File: src/rtl/rr_bus_arbiter.sv
// rr_bus_arbiter: grants one of N_REQ requesters a capped burst on a shared bus,
// round-robin or fixed priority, forwarding the owner's data as registered beats.
module rr_bus_arbiter #(
    parameter int N_REQ     = 4,
    parameter int W         = 8,
    parameter int MAX_BURST = 4
) (
    input  logic                     clk,
    input  logic                     rst_n,
    input  logic [N_REQ-1:0]         req,
    input  logic [N_REQ*W-1:0]       req_data,
    input  logic                     prio_mode,
    output logic [N_REQ-1:0]         gnt,
    output logic [$clog2(N_REQ)-1:0] gnt_id,
    output logic [W-1:0]             bus_out,
    output logic                     bus_valid
);
    localparam int IDW = $clog2(N_REQ);
    localparam int CW  = $clog2(MAX_BURST + 1);

    typedef enum logic {IDLE, OWN} state_t;

    state_t          state, state_nxt;
    logic [CW-1:0]   cnt, cnt_nxt;
    logic [IDW-1:0]  last_id, last_id_nxt, gnt_id_nxt, win;
    logic [N_REQ-1:0] gnt_nxt;
    logic [W-1:0]    bus_out_nxt;
    logic            bus_valid_nxt, own_req, last_beat;

    // Fixed mode scans from index 0; round-robin scans from last_id+1 with wrap.
    function automatic logic [IDW-1:0] pick(input logic [N_REQ-1:0] r,
                                            input logic [IDW-1:0] last,
                                            input logic fixed);
        logic [IDW-1:0] id, sel;
        logic           found;
        id    = '0;
        found = 1'b0;
        for (int k = 0; k < N_REQ; k++) begin
            sel = fixed ? IDW'(k) : IDW'((int'(last) + 1 + k) % N_REQ);
            if (!found && r[sel]) begin
                found = 1'b1;
                id    = sel;
            end
        end
        return id;
    endfunction

    assign win       = pick(req, last_id, prio_mode);
    assign own_req   = req[gnt_id];
    assign last_beat = cnt == CW'(MAX_BURST - 1);

    always_ff @(posedge clk or negedge rst_n) begin
        if (!rst_n) begin
            state     <= IDLE;
            cnt       <= '0;
            last_id   <= IDW'(N_REQ - 1);
            gnt       <= '0;
            gnt_id    <= '0;
            bus_out   <= '0;
            bus_valid <= 1'b0;
        end else begin
            state     <= state_nxt;
            cnt       <= cnt_nxt;
            last_id   <= last_id_nxt;
            gnt       <= gnt_nxt;
            gnt_id    <= gnt_id_nxt;
            bus_out   <= bus_out_nxt;
            bus_valid <= bus_valid_nxt;
        end
    end

    always_comb begin
        state_nxt = state == IDLE ? (|req ? OWN : IDLE)
                                  : (own_req && !last_beat ? OWN : IDLE);
    end

    always_comb begin
        cnt_nxt       = cnt;
        last_id_nxt   = last_id;
        gnt_nxt       = gnt;
        gnt_id_nxt    = gnt_id;
        bus_out_nxt   = bus_out;
        bus_valid_nxt = 1'b0;
        if (state == IDLE) begin
            if (|req) begin
                gnt_nxt    = N_REQ'(1) << win;
                gnt_id_nxt = win;
                cnt_nxt    = '0;
            end
        end else if (own_req) begin
            bus_out_nxt   = req_data[gnt_id*W +: W];
            bus_valid_nxt = 1'b1;
            cnt_nxt       = last_beat ? cnt : cnt + CW'(1);
            if (last_beat) begin
                gnt_nxt     = '0;
                last_id_nxt = gnt_id;
            end
        end else begin
            gnt_nxt     = '0;
            last_id_nxt = gnt_id;
        end
    end
endmodule

File: config.mk
export PLATFORM = sky130hd
export DESIGN_NAME = rr_bus_arbiter
export DESIGN_NICKNAME = d
export VERILOG_FILES = /design/src/rtl/rr_bus_arbiter.sv
export SDC_FILE = /design/constraint.sdc
export NUM_CORES = 1
export LEC_CHECK = 0
export CAP_MARGIN = 20
export CORE_ASPECT_RATIO = 0.7
export CORE_MARGIN = 8
export CORE_UTILIZATION = 38
export CTS_CLUSTER_DIAMETER = 40
export DETAILED_ROUTE_END_ITERATION = 6
export GPL_ROUTABILITY_DRIVEN = 0
export PLACE_DENSITY = 0.83
export SYNTH_ARGS = -nofsm -noshare
export SYNTH_HDL_FRONTEND = slang
export SYNTH_SLANG_ARGS = --single-unit
File: constraint.sdc
create_clock -name clk -period 1.75 [get_ports clk]
set_input_delay 0.2625 -clock clk [delete_from_list [all_inputs] [get_ports clk]]
set_output_delay 0.2625 -clock clk [all_outputs]
set_load 0.005 [all_outputs]
### Word-level counts from Yosys, hierarchy flattened

Cells that the tools add are included.

| storage, ports and cells | value |
|---|---|
| flip-flop bits (word level) | 21 |
| input bits | 39 |
| output and inout port bits | 15 |
| logic and storage cells | 76 |

| operators by class | value |
|---|---|
| $add $sub $neg | 5 |
| order comparisons | 5 |
| equality and inequality tests | 5 |
| shift operators | 2 |
| mux-type cells | 36 |
| bitwise gates (word level) | 1 |
| reductions and logical operators | 15 |

Operators with widths:

| operator | count |
|---|---|
| variable part select 32 x 6 -> 8 bit | 1 |
| 2-to-1 mux 2 bit | 10 |
| 2-to-1 mux 4 bit | 4 |
| < comparator 2 x 3 -> 1 bit, second input constant | 5 |
| 2-to-1 mux 1 bit | 13 |
| 2-to-1 mux 3 bit | 4 |
| binary-select mux 1 bit (select 2 bit) | 5 |
| AND reduction 2 bit | 4 |
| adder 2 bit, second input constant | 3 |
| logical AND 1 bit | 4 |
| zero test 1 bit | 4 |
| inequality test 2 x 1 -> 1 bit, second input constant | 2 |
| OR reduction 4 bit | 1 |
| << shifter 1 x 2 -> 4 bit, first input constant | 1 |
| adder 3 x 1 -> 3 bit, second input constant | 1 |
| == test 3 x 2 -> 1 bit, second input constant | 1 |
| inequality test 3 x 2 -> 1 bit, second input constant | 1 |
| AND reduction 3 bit | 1 |
| adder 2 x 1 -> 2 bit, second input constant | 1 |
| inequality test 2 bit, second input constant | 1 |
| nonzero test 2 bit | 1 |
| NOT 1 bit | 1 |

### Depth between registers and ports, before layout

Gate-level depths: netlist of run 1.

| logic depth | value |
|---|---|
| depth in word-level cells | 17 |
| gate-level depth with buffers | 7 |

### Worst setup path before layout of run 1

Ideal clock, no wire load.

| path | value |
|---|---|
| path kind | register -> register |
| start point | reg last_id[1] |
| end point | reg gnt_id[1] |
| library setup time | 125 ps |
| arrival | 1763 ps |
| required time | 1625 ps |
| path slack | -137 ps |
| cell stages (with the launch flop) | 7 |
| path buffers | 1 |
| clock period less this slack | 1887 ps |
| cells stage by stage | dfstp_2 -> buf_2 -> or4b_1 -> a21oi_1 -> nor3_1 -> a31o_2 -> mux2_2 |

| on the way | value |
|---|---|
| cells in the longest elaborated chain, start to end | 14 |
| elaborated cells between the ends (all ways) | 29 |

RTL lines:

| what | line | text |
|---|---|---|
| start, declared | 25 | `logic [IDW-1:0] last_id, last_id_nxt, gnt_id_nxt, win;` |
| start signal, assigned | 56 | `last_id <= IDW'(N_REQ - 1);` |
| start signal, assigned | 64 | `last_id <= last_id_nxt;` |
| adder 2 x 1 -> 2 bit * | 39 | `sel = fixed ? IDW'(k) : IDW'((int'(last) + 1 + k) % N_REQ);` |
| parallel branches: the longest is 12 deep, another holds adder 2 bit | -- |  |
| 2-to-1 mux 2 bit * | 40 | `if (!found && r[sel]) begin` |
| end signal, assigned | 66 | `gnt_id <= gnt_id_nxt;` |
| end, declared | 14 | `output logic [$clog2(N_REQ)-1:0] gnt_id,` |

Mark *: on every way between the ends. The select of a mux whose other input is x is not followed.
A chain may end at the register's enable or synchronous reset.

### Worst setup path after layout of run 1

| path | value |
|---|---|
| start point | reg last_id[1] |
| end point | reg gnt[2] |

| on the way | value |
|---|---|
| cells in the longest elaborated chain, start to end | 17 |
| elaborated cells between the ends (all ways) | 32 |

RTL lines:

| what | line | text |
|---|---|---|
| adder 2 x 1 -> 2 bit * | 39 |  |
| parallel branches: the longest is 12 deep, another holds adder 2 bit | -- |  |
| 2-to-1 mux 2 bit * | 40 |  |
| << shifter 1 x 2 -> 4 bit * | 86 | `gnt_nxt = N_REQ'(1) << win;` |
| 2-to-1 mux 4 bit * | 85 | `if (\|req) begin` |
| 2-to-1 mux 4 bit * | 84 | `if (state == IDLE) begin` |
| end signal, assigned | 65 | `gnt <= gnt_nxt;` |
| end, declared | 13 | `output logic [N_REQ-1:0] gnt,` |

Marks and branches as above.

==> run_results.csv, run 1 <==
group,metric,value,unit
power_and_ir_drop,total_power,3.02,mW
final_layout,fillers,223,
cts,h-tree-depth,1,
final_layout,final_core_utilization,65.3,%
cts,root_buffer,"clkbuf_8",
final_layout,nets,219,
global_route,grt_pass1_vias,1188,
synthesis,syn_area_per_cell,11.6,um2
sta,fin_crit_sh,105,%
final_layout,final_cell_mix,"clkdlybuf4s50_1 (51), dfrtp_1 (19), buf_4 (14)",
power_and_ir_drop,p_int,2.00,mW
detailed_routing,wl_per_cell,17.6,um
power_and_ir_drop,p_leak,0.851,nW
synthesis,synth_cells,110,
sta,worst_pin_slew,0.365,ns
synthesis,synth_nets,151,
placed_design,dp_hpwl,3060,um
global_route,antenna_found_initial,0,
power_and_ir_drop,switching_power,1.02,mW
die,start_util,40.1,%
cts,ctsHoldBuffers,0,
detailed_routing,vias,1154,
detailed_routing,drt-vias-per-instance,5.37,
sta,fmax,544,MHz
cts,cts_tree,"yes",
final_layout,area.sequential,528,um2
power_and_ir_drop,ir_worst_vdd,0.545,mV
die,die_h,64.5,um
run_status,status,"finished, violations left",
cts,clkSinkCount,21,
final_layout,multi_input_area,764,um2
die,row_count,17,
global_route,grt_pass1_wl,6030,um
die,io_pins,54,
critical_path,cp.required,1.90,ns
detailed_routing,drc,0,
synthesis,synth_seq_area_share,41.3,%
global_route,grtUsageTotal,13.6,%
global_route,grt_max_degree,22,
worst_hold_path,hold_class,"in2async",
global_route,grt.overflow.total,0,
cts,cts-buffers-inserted,3,
sta,hold_slack,0.335,ns
power_and_ir_drop,cellPowerDensity,1450,nW/um2
placed_design,port_buffers,53,
die,dieArea,5510,um2
sta,drv_slew,0,
cts,clock_latency,0.26,ns
power_and_ir_drop,switching_share,33.7,%
sta,setup_ws,-0.0875,ns
cts,clk_pin_slew,0.07,ns
critical_path,startpoint_type,"flop",
sta,setup_viol,6,
synthesis,ys_warn_count,0,
final_layout,syn2layout_area_growth,62.9,%
flow_run,cap_violations,0,
synthesis,syn_area,1280,um2
sta,period_minus_slack,1.84,ns
critical_path,criticalPathCategory,"reg2reg",
power_and_ir_drop,pwr-share-clk,10.4,%
die,design.core.area,3190,um2
sta,fin_skew,0.00117,ns
sta,slew_headroom,75.7,%
sta,hold_viol_final,0,
power_and_ir_drop,seqPwrFrac,28.9,%
synthesis,synth.distinct_cells,37,
detailed_routing,dr.pass1.iters,4,
final_layout,layout_commonest_cell,"clkdlybuf4s50_1",
sta,rsz0062_at_grt,"true",
detailed_routing,antenna_left,0,
run_status,violations,"negative setup slack",
power_and_ir_drop,pwr-share-comb,60.7,%
synthesis,ys_ff_latch,21,
final_layout,insertedDiodeCount,0,
cts,cts.path.max_buffers,2,
detailed_routing,drt_iter0_markers,100,
detailed_routing,drt_wl_total,3780,um
critical_path,crit_fanout,4,
critical_path,worstPathArrival,1.99,ns
die,die_x,85.3,um
critical_path,worst_setup_path_end_kind,"flop",
final_layout,drive_gt1_share,32.2,%
==> registers in the layout, indices dropped and copies added, names as in the netlist <==
signal / cells
last_id: 2
bus_valid: 1
gnt_id: 2
bus_out: 8
cnt: 3
gnt: 4
state: 1
==> critical path, stage by stage, from the launching register on <==
cell      delay (ns)
dfstp_2         0.55
or4b_4          0.48
o221ai_4        0.10
o22ai_2         0.11
or2_4           0.25
a32o_1          0.24
==> power by group through the flow <==
| stage | Clock [mW] | Combinational, mW | Sequential [mW] |
|---|---|---|---|
| CTS | 0.319 | 1.78 | 0.868 |
| global route | 0.343 | 1.98 | 0.897 |
| detailed placement | 0 | 1.70 | 0.889 |
| global placement | 0 | 1.64 | 0.872 |
| finish | 0.313 | 1.83 | 0.872 |
| floorplan | 0 | 0.924 | 0.873 |
==> cell usage after synthesis (all sizes together) <==
| master | n | area [um2] |
|---|---|---|
| nand3b | 1 | 7.51 |
| inv | 5 | 18.8 |
| clkbuf | 4 | 15.0 |
| or3 | 1 | 6.26 |
| a311oi | 1 | 8.76 |
| o221ai | 1 | 15.0 |
| a21boi | 1 | 7.51 |
| o21bai | 1 | 7.51 |
| nand2 | 7 | 26.3 |
| o32ai | 1 | 8.76 |
| and3b | 1 | 8.76 |
| mux4 | 9 | 203 |
| nand2b | 2 | 12.5 |
| dfrtp | 19 | 475 |
| buf | 3 | 20.0 |
| o21a | 1 | 7.51 |
| a31o | 1 | 8.76 |
| o22a | 1 | 8.76 |
| o21ai | 5 | 25.0 |
| nor2 | 6 | 22.5 |
| or4b | 2 | 23.8 |
| dfstp | 2 | 52.6 |
| nor2b | 1 | 6.26 |
| a32o | 2 | 20.0 |
| o22ai | 2 | 12.5 |
| nor3 | 1 | 5.00 |
| ha | 2 | 25.0 |
| nor4 | 1 | 6.26 |
| o31ai | 2 | 15.0 |
| mux2 | 12 | 135 |
| nand3 | 5 | 25.0 |
| a21oi | 4 | 20.0 |
| or2 | 3 | 18.8 |
==> routing by layer <==
| metal | routed length, um | GRT usage [%] | share of wire [%] |
|---|---|---|---|
| met1 | 1530 | 16.0 | 40 |
| met2 | 2090 | 24.7 | 55 |
| met3 | 131 | 2.89 | 3.5 |
| met4 | 29 | 3.91 | 0.77 |
| met5 | 0 | 0 | 0 |
==> area by class of cell <==
class                           count  area share, %
Multi-Input combinational cell     77           36.7
Inverter                            5          0.901
Timing Repair Buffer               70           32.6
Tap cell                           38           2.28
Clock buffer                        4           2.16
Sequential cell                    21           25.3
==> cell families after synthesis <==
| kind of cell | Yosys count | share of synthesized area [%] |
|---|---|---|
| compound gates | 23 | 12.9 |
| fa+ha+maj | 2 | 1.96 |
| buf+inv | 12 | 4.21 |
| flops | 21 | 41.3 |
| mux | 21 | 26.4 |
| simple gates | 31 | 13.2 |
==> metrics by stage <==
stage / cells / setup WS [ns] / setup TNS [ns] / instance area (um2)
after floorplan: 110 / -0.0988 / -0.275 / 1290
after global placement: 209 / -0.386 / -4.34 / 1950
after detailed placement: 209 / -0.453 / -4.93 / 1950
after CTS: 214 / -0.0946 / -0.303 / 2030
after global routing: 215 / -0.141 / -0.612 / 2080
final: 215 / -0.0875 / -0.311 / 2080
==> final timing paths <==
path                                 start         end  slack (ns)  cells after the start
worst max-delay path            last_id[1]      gnt[2]       -0.09                      5
worst min-delay path                 rst_n  bus_out[0]        0.33                      2
worst max register to register  last_id[1]      gnt[2]       -0.09                      5
worst min register to register      gnt[0]      gnt[0]        0.50                      2
max in group asynchronous            rst_n  last_id[1]        1.14                      2
min in group clk                    gnt[0]      gnt[0]        0.50                      2
==> what timing repair did <==
action | 4_1_cts | 5_1_grt
pin swaps | 5 | 2
endpoints found under the setup margin | 6 | 16
buffers inserted | 1 | 1
resized for setup | 6 | 12
Note: power is estimated with default switching activity, not from simulation.
==> inputs of run 2 (changes only) <==
CELL_PAD_IN_SITES_DETAIL_PLACEMENT = 0   (was default)
CELL_PAD_IN_SITES_GLOBAL_PLACEMENT = 2   (was default)
CORE_UTILIZATION = 23   (was 38)
PLACE_DENSITY = 0.82   (was 0.83)
SLEW_MARGIN = 25   (was default)
==> run_results.csv, run 2 (synthesis gave the netlist of run 1 again) <==
group,metric,value,unit
die,row_count,22,
critical_path,slowest_delay,0.55,ns
cts,cts-buffers-inserted,3,
detailed_routing,drt_wl_total,3770,um
critical_path,path_cells,"or4b_4, a21oi_2, nor3_1, a31o_2, a32o_1",
placed_design,port_buffers,53,
final_layout,largest_reg_flops,8,
cts,cts.path.max_buffers,2,
final_layout,fillers,501,
final_layout,syn2layout_area_growth,61.9,%
final_layout,max_flop_register,"bus_out",
die,die_x,105,um
cts,clock_latency,0.26,ns
sta,fin_crit_sh,105,%
final_layout,nets,216,
sta,period_minus_slack,1.84,ns
sta,fmax,544,MHz
final_layout,drive_gt1_share,29.9,%
detailed_routing,antenna_left,0,
cts,ctsHoldBuffers,0,
cts,clk_pin_slew,0.08,ns
final_layout,top_regs,"bus_out (8), gnt (4), cnt (3)",
critical_path,crit_fanout,5,
sta,setup_ws,-0.0891,ns
critical_path,criticalPathCategory,"reg2reg",
worst_hold_path,hold_class,"in2async",
final_layout,insertedDiodeCount,0,
critical_path,rr_startpoint,"last_id[1]",
die,design.core.area,5310,um2
placed_design,place_inst,242,
die,start_util,24.1,%
critical_path,startpoint_type,"flop",
critical_path,worst_setup_path_end_kind,"flop",
critical_path,crit_buf_inv,0,
sta,setup_viol,5,
detailed_routing,dr.pass1.iters,4,
global_route,grt_pass1_vias,1149,
cts,cts_tree,"yes",
detailed_routing,wl_per_cell,15.3,um
final_layout,layout_commonest_cell,"clkdlybuf4s50_1",
power_and_ir_drop,ir_worst_vdd,0.351,mV
cts,clkSinkCount,21,
sta,hold_viol_final,0,
placed_design,dp_hpwl,3090,um
final_layout,final_core_utilization,39.0,%
detailed_routing,drt_iter0_markers,33,
cts,h-tree-depth,1,
global_route,grtUsageTotal,8.95,%
die,dieArea,8240,um2
final_layout,fin_cells,246,
critical_path,crit_family,"compound AO/OA/AOI/OAI gates",
power_and_ir_drop,p_leak,0.821,nW
sta,drv_slew,0,
global_route,grt_max_degree,22,
sta,fin_skew,0.00691,ns
global_route,antenna_found_initial,0,
sta,slew_headroom,78.3,%
global_route,grt.overflow.total,0,
final_layout,final_cell_mix,"clkdlybuf4s50_1 (52), dfrtp_1 (19), buf_4 (12)",
power_and_ir_drop,cellPowerDensity,1420,nW/um2
flow_run,cap_violations,0,
die,die_h,78.4,um
critical_path,slowest_stage,"dfstp_2",
critical_path,cp.required,1.90,ns
critical_path,worstPathArrival,1.99,ns
cts,post_cts_buffers,0,
detailed_routing,drc,0,
cts,root_buffer,"clkbuf_8",
critical_path,worstSetupStartpoint,"last_id[1]",
detailed_routing,vias,1121,
run_status,status,"finished, violations left",
sta,worst_pin_slew,0.322,ns
detailed_routing,drt-vias-per-instance,4.56,
die,io_pins,54,
run_status,violations,"negative setup slack",
sta,rsz0062_at_grt,"true",
global_route,grt_pass1_wl,5950,um
## run 2: worst paths after layout
kind	cells after the start	endpoint	slack [ns]
worst min register to register	2	gnt[0]	0.49
worst max-delay path	5	gnt[3]	-0.09
min in group clk	2	gnt[0]	0.49
worst min-delay path	2	cnt[0]	0.35
worst max register to register	5	gnt[3]	-0.09
max in group asynchronous	2	last_id[0]	1.12
## run 2: where the power goes
part	leakage [nW]	total [mW]	switching (mW)	internal [mW]
sequential	0.257	0.882	0.150	0.732
clock	0.0255	0.313	0.154	0.158
combinational	0.538	1.74	0.678	1.06
## run 2: routing by layer
layer  wire length (um)  global-route usage, %
met1               1750                   11.7
met2               1770                   13.8
met3                240                   3.75
met4                  8                   1.28
met5                  0                      0
## run 2: worst reg2reg max path, stage by stage (launching register included)
cell and delay, ns:
dfstp_2 0.55, or4b_4 0.46, a21oi_2 0.15, nor3_1 0.06
a31o_2 0.25, a32o_1 0.27
## run 2: stage by stage
| step | setup WS (ns) | instance area, um2 | power (mW) | TNS [ns] | hold slack, ns |
|---|---|---|---|---|---|
| finish | -0.0891 | 2070 | 2.93 | -0.282 | 0.350 |
| floorplan | -0.0988 | 1290 | 1.80 | -0.275 | -0.0331 |
| global placement | -0.349 | 1980 | 2.53 | -4.07 | 0.484 |
| CTS | -0.0950 | 2030 | 2.90 | -0.281 | 0.360 |
| global route | -0.159 | 2070 | 3.15 | -0.661 | 0.373 |
| detailed placement | -0.392 | 1980 | 2.58 | -4.47 | 0.480 |
## run 2: final cells by class
cell class | count | area [um2] | share of cell area [%]
multi-input cells | 77 | 737 | 35.6
clock inverters | 1 | 5.00 | 0.242
inverters | 5 | 18.8 | 0.906
well taps | 72 | 90.1 | 4.35
repair buffers | 67 | 651 | 31.4
clock buffers | 3 | 41.3 | 1.99
flip-flops and latches | 21 | 528 | 25.5
## run 2: repair_timing
action,in CTS,in global routing
pin swaps,4,3
gates resized for setup,2,10
setup endpoints to repair,6,9
hold endpoints to repair,0,0
